`src/rtl/mem_arbiter.sv`:
```
// mem_arbiter: round-robin arbiter/sequencer letting two requesters share one single-port memory.
// Each transaction takes exactly three cycles: IDLE (grant) -> ACCESS -> DONE (ack).
module mem_arbiter #(
   parameter int DATA_W     = 32,
   parameter int DEPTH_LOG2 = 8
) (
   input  logic              i_clk,
   input  logic              i_rst_n,
   input  logic              i_req0,
   input  logic              i_we0,
   input  logic [DATA_W-1:0] i_addr0,
   input  logic [DATA_W-1:0] i_wdata0,
   output logic              o_ack0,
   output logic              o_err0,
   input  logic              i_req1,
   input  logic              i_we1,
   input  logic [DATA_W-1:0] i_addr1,
   input  logic [DATA_W-1:0] i_wdata1,
   output logic              o_ack1,
   output logic              o_err1,
   output logic [DATA_W-1:0] o_rdata,
   output logic [DATA_W-1:0] o_mem_addr,
   output logic [DATA_W-1:0] o_mem_in,
   output logic              o_mem_wr,
   input  logic [DATA_W-1:0] i_mem_out,
   output logic              o_busy,
   output logic              o_gnt_id
);
   typedef enum logic [1:0] {S_IDLE, S_ACCESS, S_DONE} state_t;

   state_t            r_state, w_next;
   logic              r_last_gnt, r_gnt, r_we, r_in_range, r_mem_wr;
   logic [DATA_W-1:0] r_mem_addr, r_mem_in, r_rdata;
   logic              w_grant, w_sel, w_we, w_in_range, w_done;
   logic [DATA_W-1:0] w_addr, w_wdata;

   always_comb begin
      w_next     = r_state;
      w_sel      = (i_req0 & i_req1) ? ~r_last_gnt : i_req1;
      w_grant    = (r_state == S_IDLE) & (i_req0 | i_req1);
      w_we       = w_sel ? i_we1 : i_we0;
      w_addr     = w_sel ? i_addr1 : i_addr0;
      w_wdata    = w_sel ? i_wdata1 : i_wdata0;
      w_in_range = (w_addr[DATA_W-1:DEPTH_LOG2] == '0);
      case (r_state)
         S_IDLE:   w_next = w_grant ? S_ACCESS : S_IDLE;
         S_ACCESS: w_next = S_DONE;
         default:  w_next = S_IDLE;
      endcase
   end

   always_ff @(posedge i_clk) begin
      if (!i_rst_n) begin
         r_state    <= S_IDLE;
         r_last_gnt <= 1'b1;
         r_gnt      <= 1'b0;
         r_we       <= 1'b0;
         r_in_range <= 1'b1;
         r_mem_wr   <= 1'b0;
         r_mem_addr <= '0;
         r_mem_in   <= '0;
         r_rdata    <= '0;
      end else begin
         r_state <= w_next;
         if (w_grant) begin
            r_gnt      <= w_sel;
            r_last_gnt <= w_sel;
            r_we       <= w_we;
            r_in_range <= w_in_range;
            r_mem_addr <= w_addr;
            r_mem_in   <= w_wdata;
            r_mem_wr   <= w_we & w_in_range;
         end
         // memory performs the write on this edge; read data is captured on it too
         if (r_state == S_ACCESS) begin
            r_mem_wr <= 1'b0;
            if (!r_we) r_rdata <= r_in_range ? i_mem_out : '0;
         end
      end
   end

   assign w_done     = (r_state == S_DONE);
   assign o_ack0     = w_done & ~r_gnt;
   assign o_ack1     = w_done & r_gnt;
   assign o_err0     = o_ack0 & ~r_in_range;
   assign o_err1     = o_ack1 & ~r_in_range;
   assign o_rdata    = r_rdata;
   assign o_mem_addr = r_mem_addr;
   assign o_mem_in   = r_mem_in;
   assign o_mem_wr   = r_mem_wr;
   assign o_busy     = (r_state != S_IDLE);
   assign o_gnt_id   = r_gnt;
endmodule
```
`config.mk`:
```
export PLATFORM = sky130hd
export DESIGN_NAME = mem_arbiter
export DESIGN_NICKNAME = d
export VERILOG_FILES = /design/src/rtl/mem_arbiter.sv
export SDC_FILE = /design/constraint.sdc
export NUM_CORES = 1
export LEC_CHECK = 0
export CAP_MARGIN = 25
export CORE_MARGIN = 2
export CORE_UTILIZATION = 41
export DETAILED_ROUTE_END_ITERATION = 16
export PLACE_DENSITY = 0.87
export SYNTH_ARGS = -nofsm -noshare
export SYNTH_HDL_FRONTEND = slang
export SYNTH_SLANG_ARGS = --single-unit
export TNS_END_PERCENT = 100
```
`constraint.sdc`:
```
create_clock -name i_clk -period 3.5 [get_ports i_clk]
set_clock_uncertainty 0.2 [all_clocks]
set_input_delay 0.525 -clock i_clk [delete_from_list [all_inputs] [get_ports i_clk]]
set_output_delay 0.525 -clock i_clk [all_outputs]
set_load 0.01 [all_outputs]
```
==> Word-level counts from Yosys, hierarchy flattened <==
Index checks and enable logic that the tools add are counted.
{ "totals": {"register_bits": 103, "input_bits": 166, "out_inout_bits": 103, "word_cells": 36} }
{ "op_classes": {"eq_ne": 2, "muxes": 7, "bitwise": 13, "reduce_logical": 5} }
{ "ops": {"columns": ["op", "n"], "rows": [
  ["32-bit two-way mux", 3],
  ["24-bit logical NOT", 1],
  ["1-bit AND", 7],
  ["1-bit NOT", 5],
  ["2-bit case mux with 2 select lines", 1],
  ["1-bit two-way mux", 3],
  ["2-bit by 1-bit equality test with 1-bit output (second input constant)", 1],
  ["2-bit equality test (second input constant)", 1],
  ["2-bit logical NOT", 1],
  ["2-bit AND reduction", 1],
  ["2-bit nonzero test", 1],
  ["2-bit OR reduction", 1],
  ["1-bit bitwise OR", 1]
]} }

==> Logic depth before layout (Yosys ltp) <==
{ "logic_depth": {"word_depth": 5, "ltp_mapped": 7, "ltp_nobuf": 5} }

==> Least setup slack after synthesis <==
OpenSTA, ideal clock, no wires.
{ "synth_timing": {"path_type": "reg-to-output", "startpoint": "register r_state[1]", "endpoint": "output o_err0", "arrival_ns": 1.013, "t_required_ns": 2.775, "slack_ns": 1.762, "stages_incl_launch_ff": 3, "path_buffers": 0, "path_cell_list": "dfxtp_1 nor3b_1 nor2b_1"} }
{ "synth_via": {"elab_chain_len": 3} }
{ "synth_rtl": {"columns": ["item", "line", "source"], "rows": [
  ["from (decl)", "31", "state_t r_state, w_next;"],
  ["from (signal assigned)", "64", "r_state <= w_next;"],
  ["2-bit equality test", "82", "assign w_done = (r_state == S_DONE);"],
  ["1-bit AND", "83", "assign o_ack0 = w_done & ~r_gnt;"],
  ["net o_ack0", "13", "output logic o_ack0,"],
  ["1-bit AND", "85", "assign o_err0 = o_ack0 & ~r_in_range;"],
  ["to (decl)", "14", "output logic o_err0,"]
]} }
The timed path passes the listed nets, and every way through them passes these cells.

==> Worst setup path after layout <==
{ "layout_timing": {"startpoint": "register r_state[1]", "endpoint": "output o_err0"} }
{ "layout_via": {"elab_chain_len": 3} }
{ "layout_rtl": {"columns": ["item", "line"], "rows": [
  ["2-bit equality test", "82"],
  ["1-bit AND", "83"],
  ["1-bit AND", "85"]
]} }
Every way passes these cells.

==> summary.txt <==
Pin count of the biggest net entering global routing - 132
Pwr/cell area - 408.1 nW/um2
Finished Cell Area - 7450 um2
Total Routing Usage GR - 22.27%
DP Area - 7219 um2
Max-slew violation count - 0
Syn_area_per_cell - 9.410 um2
Post-synth EDFFs - 0
Fraction of layout instances using a drive strength above 1 - 6.996%
Async S/R FF share, synth - 0%
Post-synth top cells - dfxtp_1 (103), nor2_1 (72), mux2i_1 (65)
Via count - 4541
RSZ-0062 raised after global routing - no
Most common cell in the synthesized netlist - dfxtp_1
Core Rows - 38
Drt pass-1 iters - 4
Slew headroom - 51.78%
Drt drc - 0
Outcome - completed
Post-synth top area share - 45.46%
Yosys warns - 0
CP Class - reg2out
Worst Setup Start Kind - register
CTS tree - yes
Clk sink count - 103
Full die area - 11920 um2
Fillcell total - 816
Yosys top cell by area - dfxtp_1
Final period util - 73.18%
Cell count after synthesis - 482
Register Area - 2062 um2
Final HPWL DP - 10820 um
Max-cap violations - 0
Bufs on Longest Clock Path - 2
Final GP Congestion - 0.9313
Worst skew pair latency - 340 ps
Top cells by area, synth - dfxtp_1 (45%), mux2i_1 (14%), a211oi_1 (7.6%)
Setup TNS - 0 ps
Initial core utilization - 41.84%
Clock transition at path regs - 90 ps
CP endpoint kind - primary output
Vias in the first global route - 4379
H-tree level count - 3
Worst-margin pin slew - 721.5 ps
I/O pins - 269
Worst Path Required - 2770 ps
Global route overflow - 0
CTS root buf - clkbuf_8
Initial antenna violation count - 0
Arrival time worst endpoint - 1840 ps
Crit-path max FO - 4
CTS-repair resized insts - 0
Finished Core Util - 68.72%
Top FF cell, synth - dfxtp_1
Postcts setup bufs - 0
Syn_nets - 648
Global-route wire length before repair - 20850 um
Final WL - 14110 um
Starting DRC count in detailed routing - 235
IO Port Bufs - 268
Final #Nets - 891
Multi-input gate area - 2193 um2
Post-route ant nets - 0
# diodes - 0
Detailed-route wire length per cell - 16.24 um
TritonCTS buffer count - 9
Fin. Hold Viols - 0
Achievable clock frequency - 390.4 MHz
Worst Hold Class - reg2reg
Design Power - 0.003040 W
Synth cell types - 28
Hold buffer count at CTS - 0
Register bit count reported by yosys - 103
Static leakage - 2.695 nW
Seq/Total Area, Yosys - 45.46%
Mapped Area - 4536 um2
# setup viols final - 0
Die outline width - 109.2 um
Min cycle time layout - 2561 ps
Max VDD drop - 0.3056 mV
Placeable Area - 10840 um2
Layout area overhead - 64.25%
Via density - 5.226
Chip Height - 109.2 um
per-stage QoR:
| step | hold WS (ps) | std cells | worst slack [ps] |
|---|---|---|---|
| after floorplan | 276.2 | 482 | 1762 |
| after global placement | 238.0 | 854 | 825.2 |
| after detailed placement | 243.3 | 854 | 738.5 |
| after CTS | 255.6 | 869 | 931.3 |
| after global routing | 275.4 | 869 | 842.0 |
| final | 254.4 | 869 | 938.5 |
cell usage in the layout, fill, tap and decap left out:
cell type and instances:
dfxtp_1 103, or2_2 1, a211oi_2 19, buf_12 3, inv_2 1, nand3_1 33
and3b_1 1, nor2_1 71, a211oi_1 46, nand4_1 3, clkinv_2 2, a31o_2 1
nand2_1 35, clkdlybuf4s50_1 268, a22oi_1 1, nor3b_1 1, nor2b_1 2, a21boi_4 1
mux2i_1 65, nor4_1 13, o32ai_2 1, nor2_2 1, nor2_4 2, nand2b_1 1
o21ai_1 1, clkbuf_8 12, buf_4 5, bufinv_16 2, a21oi_1 34
layer usage:
layer / GRT usage (%) / vias to the layer above / part of all wire [%]
met5: 0 / - / 0
met4: 12.12 / 0 / 4.1
met3: 4.363 / 42 / 7.8
met2: 41.53 / 222 / 51
met1: 23.30 / 2061 / 37
li1: - / 2216 / -
sequential cells by signal, summed over array words and instances (netlist names):
register and flops:
r_we 1, r_last_gnt 1, o_mem_wr 1, o_rdata 32, o_gnt_id 1, r_in_range 1
r_state 2, o_mem_in 32, o_mem_addr 32
worst max-delay path, cell delays in order (launching register included):
cell and delay [ps]:
dfxtp_1 420, nor3b_1 350, nor2b_1 180, clkdlybuf4s50_1 540
cells by family after synthesis:
kind of cell           count (synthesis)  synth area share, %
DFF                                  103                45.46
muxes                                 65                14.34
AOI/OAI and AO/OA                    104                17.68
and+or+nand+nor                      164                16.11
buffers and inverters                 46                6.400
worst paths after layout:
check | cells past startpoint | slack [ps] | to | startpoint
setup / recovery | 3 | 940 | o_err0 | r_state[1]$_SDFF_PN0_
hold / removal | 2 | 250 | o_rdata[6]$_SDFFE_PN0P_ | o_rdata[6]$_SDFFE_PN0P_
setup reg to reg | 4 | 1490 | o_mem_addr[29]$_SDFFE_PN0P_ | r_last_gnt$_SDFFE_PN1P_
hold reg to reg | 2 | 250 | o_rdata[6]$_SDFFE_PN0P_ | o_rdata[6]$_SDFFE_PN0P_
where the power goes:
group          internal, W  leakage (nW)  switching [W]
sequential         0.00128         0.850      0.0000659
clock             0.000457         0.118       0.000368
combinational     0.000486          1.73       0.000380
layout make-up:
cell class	instances	share of cell area, %
Clock buffer	12	2.217
Clock inverter	3	0.8734
Inverter	2	0.1176
Multi-Input combinational cell	333	29.44
Sequential cell	103	27.68
Tap cell	140	2.351
Timing Repair Buffer	276	37.32
Power figures use the tool's default switching activity.
